### config.mk
export PLATFORM = sky130hd
export DESIGN_NAME = ifetch_queue
export DESIGN_NICKNAME = d
export VERILOG_FILES = /design/src/rtl/ifetch_queue.sv
export SDC_FILE = /design/constraint.sdc
export NUM_CORES = 1
export LEC_CHECK = 0
export CORE_UTILIZATION = 40
export CTS_BUF_LIST = sky130_fd_sc_hd__clkbuf_2 sky130_fd_sc_hd__clkbuf_4 sky130_fd_sc_hd__clkbuf_8
export CTS_CLUSTER_DIAMETER = 50
export DETAILED_ROUTE_END_ITERATION = 7
export PLACE_DENSITY = 0.64
export SETUP_SLACK_MARGIN = 0.3
export SLEW_MARGIN = 5
export SYNTH_ARGS = -nofsm -noshare
export SYNTH_HDL_FRONTEND = slang
export SYNTH_SLANG_ARGS = --single-unit
### constraint.sdc
create_clock -name clk_i -period 5.4 [get_ports clk_i]
set_clock_uncertainty 0.1 [all_clocks]
set_input_delay 1.08 -clock clk_i [delete_from_list [all_inputs] [get_ports clk_i]]
set_output_delay 1.08 -clock clk_i [all_outputs]
set_load 0.1 [all_outputs]
### src/rtl/ifetch_queue.sv
// Fetch stage: drives the icache lookup from the fetch PC, decodes length and
// immediate on a hit, and queues decoded entries for the decode stage.
module ifetch_queue #(
    parameter logic [31:0] BOOT_ADDR = 32'h0000_1000,
    parameter int          DEPTH     = 4
) (
    input  logic        clk_i,
    input  logic        rst_i,
    input  logic        flush_i,
    input  logic [31:0] newpc_i,
    output logic [31:0] ic_adr_o,
    output logic        ic_stb_o,
    input  logic        ic_hit_i,
    input  logic [15:0] ic_inst_i,
    input  logic [31:0] ic_data_i,
    output logic        valid_o,
    input  logic        ready_i,
    output logic [31:0] pc_o,
    output logic [15:0] inst_o,
    output logic [31:0] imm_o,
    output logic [1:0]  len_o
);

    localparam int          AW       = $clog2(DEPTH);
    localparam logic [AW:0] CNT_FULL = (AW+1)'(DEPTH);
    localparam logic [AW:0] CNT_ONE  = (AW+1)'(1);
    localparam logic [AW-1:0] PTR_ONE = AW'(1);

    logic [31:0]   r_pc;
    logic [AW:0]   r_count;
    logic [AW-1:0] r_wptr;
    logic [AW-1:0] r_rptr;

    logic [31:0] r_pc_mem   [DEPTH];
    logic [15:0] r_inst_mem [DEPTH];
    logic [31:0] r_imm_mem  [DEPTH];
    logic [1:0]  r_len_mem  [DEPTH];

    logic        w_full;
    logic        w_push;
    logic        w_pop;
    logic [1:0]  w_len;
    logic [31:0] w_imm;

    // Strobe deliberately ignores ready_i: a full queue never accepts a push.
    assign w_full   = (r_count == CNT_FULL);
    assign ic_stb_o = !rst_i && !flush_i && !w_full;
    assign ic_adr_o = r_pc;
    assign w_push   = ic_stb_o && ic_hit_i;
    assign valid_o  = (r_count != '0);
    assign w_pop    = valid_o && ready_i;

    always_comb begin
        w_len = 2'd1;
        if (!ic_inst_i[15]) begin
            case (ic_inst_i[15:8])
                8'h01, 8'h03, 8'h08, 8'h09, 8'h1a, 8'h1b,
                8'h1d, 8'h1f, 8'h20, 8'h22, 8'h24:
                    w_len = 2'd3;
                8'h0c, 8'h0d, 8'h36, 8'h37, 8'h38, 8'h39:
                    w_len = 2'd2;
                default:
                    w_len = 2'd1;
            endcase
        end
    end

    always_comb begin
        w_imm = 32'h0000_0000;
        case (w_len)
            2'd3:    w_imm = ic_data_i;
            2'd2:    w_imm = {16'h0000, ic_data_i[31:16]};
            default: w_imm = 32'h0000_0000;
        endcase
    end

    always_ff @(posedge clk_i) begin
        if (rst_i) begin
            r_pc    <= BOOT_ADDR;
            r_count <= '0;
            r_wptr  <= '0;
            r_rptr  <= '0;
        end else if (flush_i) begin
            r_pc    <= {newpc_i[31:1], 1'b0};
            r_count <= '0;
            r_wptr  <= '0;
            r_rptr  <= '0;
        end else begin
            if (w_push) begin
                r_pc   <= r_pc + {29'd0, w_len, 1'b0};
                r_wptr <= r_wptr + PTR_ONE;
            end
            if (w_pop) begin
                r_rptr <= r_rptr + PTR_ONE;
            end
            if (w_push && !w_pop) begin
                r_count <= r_count + CNT_ONE;
            end else if (w_pop && !w_push) begin
                r_count <= r_count - CNT_ONE;
            end
        end
    end

    // Entry storage needs no reset; valid_o gates everything read from it.
    always_ff @(posedge clk_i) begin
        if (w_push) begin
            r_pc_mem[r_wptr]   <= r_pc;
            r_inst_mem[r_wptr] <= ic_inst_i;
            r_imm_mem[r_wptr]  <= w_imm;
            r_len_mem[r_wptr]  <= w_len;
        end
    end

    assign pc_o   = r_pc_mem[r_rptr];
    assign inst_o = r_inst_mem[r_rptr];
    assign imm_o  = r_imm_mem[r_rptr];
    assign len_o  = r_len_mem[r_rptr];

endmodule

Word level (Yosys, flattened, before mapping)
Memory sizes are Yosys's and may differ from the RTL's. A register that Yosys moved wholly into a read port is not among the register bits.
Index checks and enable logic that the tools add are counted.
{"block": "word_totals", "regBits": 39, "ramBits": 328, "mem_bits_ro": 128, "input_bits": 85, "output_inout_bits": 116, "elab_cells": 51, "n_memories": 5}
{"block": "op_classes", "n_addsub": 5, "n_eq_ne": 3, "n_mux": 17, "reduce_logical": 16}
{"name": "(no name shown)", "depth": 64, "width": 2, "rd": 1, "rd_clocked_by_memory_dff": 0, "write_ports": 0, "line": "56", "text": "case (ic_inst_i[15:8])"}
{"name": "r_imm_mem", "depth": 4, "width": 32, "rd": 1, "rd_clocked_by_memory_dff": 1, "write_ports": 1, "line": "36", "text": "logic [31:0] r_imm_mem [DEPTH];"}
{"name": "r_pc_mem", "depth": 4, "width": 32, "rd": 1, "rd_clocked_by_memory_dff": 1, "write_ports": 1, "line": "34", "text": "logic [31:0] r_pc_mem [DEPTH];"}
{"name": "r_inst_mem", "depth": 4, "width": 16, "rd": 1, "rd_clocked_by_memory_dff": 1, "write_ports": 1, "line": "35", "text": "logic [15:0] r_inst_mem [DEPTH];"}
{"name": "r_len_mem", "depth": 4, "width": 2, "rd": 1, "rd_clocked_by_memory_dff": 1, "write_ports": 1, "line": "37", "text": "logic [1:0] r_len_mem [DEPTH];"}
{"operator": "32-bit two-way mux", "count": 2}
{"operator": "32-bit one-hot mux with 2 select lines", "count": 1}
{"operator": "32-bit by 3-bit adder with 32-bit output", "count": 1}
{"operator": "2-bit two-way mux", "count": 10}
{"operator": "1-bit logical AND", "count": 6}
{"operator": "3-bit two-way mux", "count": 2}
{"operator": "1-bit zero test", "count": 5}
{"operator": "2-bit by 1-bit adder with 2-bit output, second input constant", "count": 2}
{"operator": "2-bit equality test, second input constant", "count": 2}
{"operator": "2-bit nonzero test", "count": 2}
{"operator": "3-bit by 1-bit adder with 3-bit output, second input constant", "count": 1}
{"operator": "3-bit equality test, second input constant", "count": 1}
{"operator": "3-bit nonzero test", "count": 1}
{"operator": "3-bit by 1-bit subtractor with 3-bit output, second input constant", "count": 1}
{"operator": "2-bit zero test", "count": 1}
{"operator": "1-bit two-way mux", "count": 2}
{"operator": "2-bit OR reduction", "count": 1}

Depth between registers and ports, before layout
Gate-level depths: netlist of the first run.
{"block": "logic_depth", "word_depth": 8, "depth_mapped": 15, "depth_no_buf": 12}

Worst setup path after synthesis of the first run
OpenSTA, ideal clock, no wires.
{"block": "synth_timing", "path_type": "input to register", "startpoint": "in rst_i", "endpoint": "mem r_imm_mem[0][0], enable pin", "setup_ns": 0.448, "arrival_time_ns": 3.851, "required_ns": 4.852, "setup_slack_ns": 1.001, "stages": 5, "path_buffers": 1, "cell_sequence": "or2_2 -> or3_1 -> buf_2 -> inv_2 -> and2_1"}
{"block": "synth_between", "elab_chain_len": 6}
{"element": "start: declaration", "line": "8", "text": "input logic rst_i,"}
{"element": "1-bit zero test", "line": "47", "text": "assign ic_stb_o = !rst_i && !flush_i && !w_full;"}
{"element": "1-bit logical AND (2 in a row)", "line": "47"}
{"element": "1-bit logical AND", "line": "49", "text": "assign w_push = ic_stb_o && ic_hit_i;"}
{"element": "via w_push", "line": "40", "text": "logic w_push;"}
{"element": "1-bit two-way mux", "line": "106", "text": "if (w_push) begin"}
{"element": "1-bit two-way mux (implied by the code)", "line": "109", "text": "r_imm_mem[r_wptr] <= w_imm;"}
{"element": "end: declaration", "line": "36"}
The timed path passes the listed nets, and every way through them passes these cells.

==> flow_metrics.py, run 1 <==
metrics = {
    "layout": {
        "area_growth_pct": 27.2,
        "layout.nets": 1100,
        "final_util_pct": 52.2,
        "fin_cells": 1511,
        "drive_above_1_share_pct": 21.5,
        "n_antenna_cell": 0,
    },
    "worst_setup_path": {
        "cpMaxStageDelayCell": "clkdlybuf4s50_1",
        "crit_arrival_ns": 3.25,
        "reg2reg_from": "r_count[0]",
        "crit_required_ns": 4.22,
        "slowest_delay_ns": 1.00,
        "crit_path_end_kind": "output port",
        "critPathBufInv": 2,
        "cp_cell_sequence": "buf_4, mux4_2, clkdlybuf4s50_1",
        "critPathTopFamily": "buffers and inverters",
        "path_class": "flop to output port",
        "crit_path_max_fanout": 20,
        "crit_path_start_kind": "flop",
    },
    "status": {
        "outcome": "completed",
    },
    "yosys": {
        "synth.avg_cell_area_um2": 18.9,
        "synthTopCellsByCount": "324 x edfxtp_1, 81 x mux4_2, 40 x dfxtp_1",
        "synth-async-reset-ratio_pct": 0,
        "synth_area_um2": 14300,
        "synth_top_cell_area_share_pct": 67.9,
        "yosysSeqAreaShare_pct": 73.5,
        "syn_inst": 760,
        "synth_edf_count": 324,
        "ys_ff_latch": 364,
        "synth-main-ff-cell": "edfxtp_1",
        "ys_warn_count": 0,
        "synth-xor-area-share_pct": 1.65,
        "synthAdderAreaFrac_pct": 0.891,
        "synth_top_family_by_area": "multiplexers",
        "synthMuxAreaShare_pct": 13.2,
        "synth.most_common_cell": "edfxtp_1",
        "synth-simple-area-share_pct": 6.04,
        "yosysTopAreaCell": "edfxtp_1",
        "synth_compound_area_share_pct": 3.20,
        "synth.distinct_cells": 54,
        "synth_area_leaders": "edfxtp_1 68%, mux4_2 13%, dfxtp_1 5.6%, and2_1 1.1%, a22o_1 0.98%",
    },
    "drt": {
        "vias_per_cell": 5.29,
        "drc": 0,
        "post_drt_wl_per_cell_um": 21.5,
        "antenna_left": 0,
        "drt_iter0_markers": 505,
        "wl_mm": 32.5,
        "vias": 7987,
        "first_pass_iters": 4,
    },
    "power": {
        "total_power_mw": 6.27,
        "switching_share_pct": 25.6,
        "pwr-share-comb_pct": 11.3,
        "peakVddDrop_uv": 187,
        "intPower_mw": 4.66,
        "p_per_area_nw_per_um2": 344,
        "p_sw_mw": 1.60,
        "pwr-share-clk_pct": 38.3,
        "p_seq_share_pct": 50.4,
        "p_leak_nw": 5.99,
    },
    "timing": {
        "fmax_mhz": 225,
        "finalSetupViolCount": 0,
        "holdWs_ns": 0.395,
        "period_minus_slack_ns": 4.43,
        "slew_headroom_pct": 26.7,
        "hold_viol_final": 0,
        "finalSetupTns_ns": 0,
        "worst_slew_pin_slew_ns": 1.10,
        "finalMaxSlewViolations": 0,
        "fin_crit_sh_pct": 82.1,
        "rsz0062_at_grt": "no",
    },
    "clock_tree": {
        "h-tree-depth": 2,
        "cts_buffers": 61,
        "post_cts_buffers": 0,
        "root_buffer": "clkbuf_8",
        "clk_latency_ns": 0.59,
        "cts_tree": "yes",
        "cts_resized": 0,
        "clockBufferDepth": 3,
        "cts-hold-fix-buffers": 0,
        "clock-sinks": 364,
        "clkTransAtPathRegs_ns": 0.06,
    },
    "floorplan": {
        "fp.dieW_um": 191,
        "die_y_um": 191,
        "die-area_um2": 36600,
        "core.rowCount": 68,
        "start_util_pct": 41.1,
        "boundaryPins": 201,
        "core_area_um2": 34900,
    },
    "grt": {
        "grt_pass1_wl_mm": 49.9,
        "antenna_found_initial": 0,
        "grt_pass1_vias": 8494,
        "grt_max_degree": 48,
        "overflow": 0,
        "grt_util_all_layers_pct": 18.1,
    },
    "hold_path": {
        "hold_path.class": "flop to flop",
        "hp-start": "r_wptr[1]",
    },
    "placed_design": {
        "port_buffers": 197,
        "post-dp-hpwl_mm": 20.3,
        "place_congestion": 0.795,
        "placedCellCount": 1398,
    },
    "run": {
        "drv_cap": 0,
    },
}
[logic make-up after synthesis]
group | count (synthesis)
buffers and inverters | 51
AOI/OAI and AO/OA | 64
xor gates and xnor gates | 27
and+or+nand+nor | 157
adders and majority gates | 9
muxes | 87
DFF | 364
other | 1
[area by class of cell]
type	instances	area, µm²
well taps	455	569
clock buffers	88	1050
inverters	12	45.0
repair buffers	221	2260
clock inverters	25	159
fillers	2858	16700
flip-flops and latches	364	10500
multi-input cells	346	3600
[flip-flops by register name (all words and copies together), names as in the netlist, named ones only]
signal      cells
ic_adr_o       31
r_inst_mem     64
r_rptr          2
r_wptr          2
r_count         3
r_imm_mem     128
r_len_mem       8
r_pc_mem      124
[through the flow]
stage,cell area (µm²),setup slack (ns)
floorplan,14300,1.00
global placement,17000,0.732
detailed placement,17000,0.711
CTS,18200,0.824
global route,18200,0.754
finish,18200,0.965
[routing by layer]
| metal | vias to the layer above | track usage (%) | share of wire [%] |
|---|---|---|---|
| li1 | 3578 | - | - |
| met1 | 4045 | 25.3 | 45 |
| met2 | 305 | 28.2 | 46 |
| met3 | 59 | 4.33 | 7.4 |
| met4 | 0 | 5.19 | 1.8 |
| met5 | - | 0 | 0 |
[final timing paths]
check / to / slack (ns) / depth (start not counted)
setup reg to reg: r_count[2] / 2.62 / 9
setup / recovery: pc_o[23] / 0.97 / 3
hold / removal: r_wptr[1] / 0.39 / 2
hold reg to reg: r_wptr[1] / 0.39 / 2
[worst reg2reg max path: cells and delay by family (launching register included)]
| family | cells | cell delay, ns |
|---|---|---|
| xor+xnor | 1 | 0.15 |
| compound gates | 1 | 0.13 |
| buf+inv | 2 | 0.31 |
| flops | 1 | 0.44 |
| fa+ha+maj | 2 | 0.59 |
| simple gates | 3 | 0.99 |
[cell usage in the layout (no fill, tap or decap), types with 5 or more instances in the layout]
master	count
a211oi_1	8
a21oi_1	16
a22o_1	16
and2_1	21
and3_1	5
buf_12	9
buf_4	16
clkbuf_4	25
clkbuf_8	63
clkdlybuf4s50_1	196
clkinv_1	15
clkinv_2	7
dfxtp_1	38
edfxtp_1	324
ha_1	7
inv_1	11
mux2_2	5
mux4_2	81
nand2_1	34
nand3_1	17
nand4_1	11
nor2_1	25
nor3_1	7
o22ai_1	5
or3_1	5
xnor2_1	12
xor2_1	15
[power by group through the flow]
stage / combinational (mW) / clock [mW] / sequential [mW]
floorplan: 0.396 / 0 / 3.31
global placement: 0.709 / 0 / 3.22
detailed placement: 0.710 / 0 / 3.22
CTS: 0.713 / 2.46 / 3.16
global route: 0.738 / 2.58 / 3.17
finish: 0.707 / 2.40 / 3.16
No activity file was read; power rests on OpenSTA's default activity.
==> inputs of run 2 (changes only) <==
==> constraint.sdc (replaced) <==
create_clock -name clk_i -period 4.1 [get_ports clk_i]
set_clock_uncertainty 0.1 [all_clocks]
set_input_delay 0.82 -clock clk_i [delete_from_list [all_inputs] [get_ports clk_i]]
set_output_delay 0.82 -clock clk_i [all_outputs]
set_load 0.1 [all_outputs]
==> run 2 against run 1 <==
  * Clock power rose by 34%
  * Critical path type is now primary input to flop
  * Register-to-register slack worse by 1.1 ns
  * Design area barely moved
  * Global-route usage decreased by 0.21 points
  * Final cell count increased by 1.5%
  * Critical path depth rose by 8
  * Hold slack barely moved
  * Via count rose by 1.2%
  * Combinational power is 32% higher
  * Sequential share of layout area about the same
  * Non-clock buffer count increased by 22
==> flow_metrics.py, run 2 (synthesized netlist as in run 1, its figures left out) <==
metrics = {
    "status": {
        "outcome": "completed",
    },
    "placed_design": {
        "port_buffers": 197,
        "post-dp-hpwl_mm": 20.3,
        "place_congestion": 0.794,
    },
    "floorplan": {
        "die-area_um2": 36600,
        "boundaryPins": 201,
        "core.rowCount": 68,
        "core_area_um2": 34900,
        "die_y_um": 191,
        "fp.dieW_um": 191,
        "start_util_pct": 41.1,
    },
    "clock_tree": {
        "cts-hold-fix-buffers": 0,
        "post_cts_buffers": 0,
        "clockBufferDepth": 3,
        "clock-sinks": 364,
        "clk_latency_ns": 0.61,
        "root_buffer": "clkbuf_8",
        "h-tree-depth": 2,
        "cts_buffers": 60,
        "cts_tree": "yes",
        "clkTransAtPathRegs_ns": 0.06,
        "cts_resized": 0,
    },
    "timing": {
        "fmax_mhz": 280,
        "worst_slew_pin_slew_ns": 1.03,
        "finalSetupTns_ns": 0,
        "holdWs_ns": 0.395,
        "finalSetupViolCount": 0,
        "slew_headroom_pct": 31.1,
        "rsz0062_at_grt": "no",
        "finalMaxSlewViolations": 0,
        "fin_crit_sh_pct": 87.0,
        "hold_viol_final": 0,
        "period_minus_slack_ns": 3.57,
    },
    "drt": {
        "post_drt_wl_per_cell_um": 21.1,
        "first_pass_iters": 5,
        "vias_per_cell": 5.27,
        "drc": 0,
        "antenna_left": 0,
        "drt_iter0_markers": 502,
        "wl_mm": 32.4,
        "vias": 8084,
    },
    "worst_setup_path": {
        "worstReg2RegEnd": "r_count[2]",
        "reg2reg_from": "r_count[2]",
        "path_class": "primary input to flop",
        "crit_required_ns": 4.54,
        "crit_path_start_kind": "primary input",
        "crit_path_start": "ic_inst_i[13]",
        "reg2reg_slack_ns": 1.56,
        "crit_path_end_kind": "flop",
        "crit_end": "ic_adr_o[20]",
        "r2r_cells": 9,
        "crit_path_max_fanout": 6,
        "crit_arrival_ns": 4.01,
    },
    "layout": {
        "top_register": "r_imm_mem",
        "final_cell_mix": "324 x edfxtp_1, 118 x buf_4, 115 x clkdlybuf4s50_1, 81 x mux4_2, 62 x clkbuf_8",
        "area_growth_pct": 27.3,
        "largest_reg_flops": 128,
        "fill_cells": 2891,
        "layout.nets": 1121,
        "top_regs": "r_imm_mem x128, r_pc_mem x124, r_inst_mem x64",
        "n_antenna_cell": 0,
        "drive_above_1_share_pct": 30.2,
        "final_common_cell": "edfxtp_1",
    },
    "grt": {
        "top_usage_layer": "met2",
        "grt_util_all_layers_pct": 17.9,
        "grt.met1_usage_pct": 24.3,
        "grtUsageMet2_pct": 28.8,
        "grt_pass1_wl_mm": 48.9,
        "grt_max_degree": 53,
        "grt_pass1_vias": 8497,
        "overflow": 0,
        "antenna_found_initial": 0,
        "grtUsageMet3_pct": 4.06,
    },
    "run": {
        "drv_cap": 0,
    },
    "power": {
        "switching_share_pct": 25.6,
        "pwr-share-comb_pct": 11.3,
        "p_seq_share_pct": 50.0,
        "p_leak_nw": 6.16,
        "intPower_mw": 6.19,
        "p_per_area_nw_per_um2": 456,
        "peakVddDrop_uv": 273,
        "pwr-share-clk_pct": 38.7,
        "p_sw_mw": 2.12,
    },
    "hold_path": {
        "hold_path.class": "flop to flop",
    },
}
-- run 2: cell count changes in the layout (fill, tap and decap cells not counted), sizes merged, moves of 2 or more --
| cell | delta |
|---|---|
| buf | +103 |
| clkdlybuf4s50 | -81 |
| clkbuf | -8 |
| clkinv | +5 |
| bufinv | +2 |
-- run 2: area by class of cell --
class | instances | area (µm²) | share of cell area, %
Sequential cell | 364 | 10500 | 57.8
Inverter | 12 | 45.0 | 0.247
Clock buffer | 80 | 988 | 5.42
Timing Repair Buffer | 243 | 2240 | 12.3
Tap cell | 455 | 569 | 3.12
Clock inverter | 34 | 253 | 1.39
Multi-Input combinational cell | 346 | 3600 | 19.8
-- run 2: critical path, stage by stage --
cell             delay [ns]
clkdlybuf4s50_1        0.49
xor2_1                 0.19
a2111oi_0              0.46
a311oi_1               0.12
buf_4                  0.17
ha_1                   0.26
a21oi_1                0.10
or4_1                  0.70
nor3_1                 0.21
mux2_2                 0.35
a21oi_1                0.13
-- run 2: how the worst min path moves through the flow --
stage                    from         to  slack (ns)  cells after the start
global placement    r_wptr[1]  r_wptr[1]        0.39                      2
finish              r_wptr[1]  r_wptr[1]        0.39                      2
CTS                 r_wptr[1]  r_wptr[1]        0.40                      2
detailed placement  r_wptr[1]  r_wptr[1]        0.39                      2
floorplan           r_wptr[1]  r_wptr[1]        0.37                      2
global route        r_wptr[1]  r_wptr[1]        0.42                      2
-- run 2: per-stage QoR --
| step | power, mW | instance area (µm²) | utilization, % | cells | worst slack [ns] |
|---|---|---|---|---|---|
| 2_1_floorplan | 4.88 | 14300 | - | 761 | 0.300 |
| 3_3_place_gp | 5.17 | 17000 | 48.7 | 1420 | -0.183 |
| 3_5_place_dp | 5.17 | 17000 | 48.7 | 1420 | -0.131 |
| 4_1_cts | 8.41 | 18200 | 52.3 | 1534 | 0.504 |
| 5_1_grt | 8.60 | 18200 | 52.3 | 1534 | 0.328 |
| 6_report | 8.32 | 18200 | 52.3 | 1534 | 0.533 |
-- run 2: layer usage --
| layer | vias up | share of wire (%) |
|---|---|---|
| li1 | 3621 | - |
| met1 | 4104 | 44 |
| met2 | 313 | 47 |
| met3 | 46 | 7.5 |
| met4 | 0 | 1.6 |
| met5 | - | 0 |
-- run 2: power groups by stage --
stage	Combinational [mW]	Sequential, mW	Clock (mW)
after CTS	0.943	4.16	3.31
final	0.936	4.16	3.22
after detailed placement	0.939	4.24	0
after global placement	0.938	4.23	0
after global routing	0.976	4.17	3.46
after floorplan	0.522	4.35	0
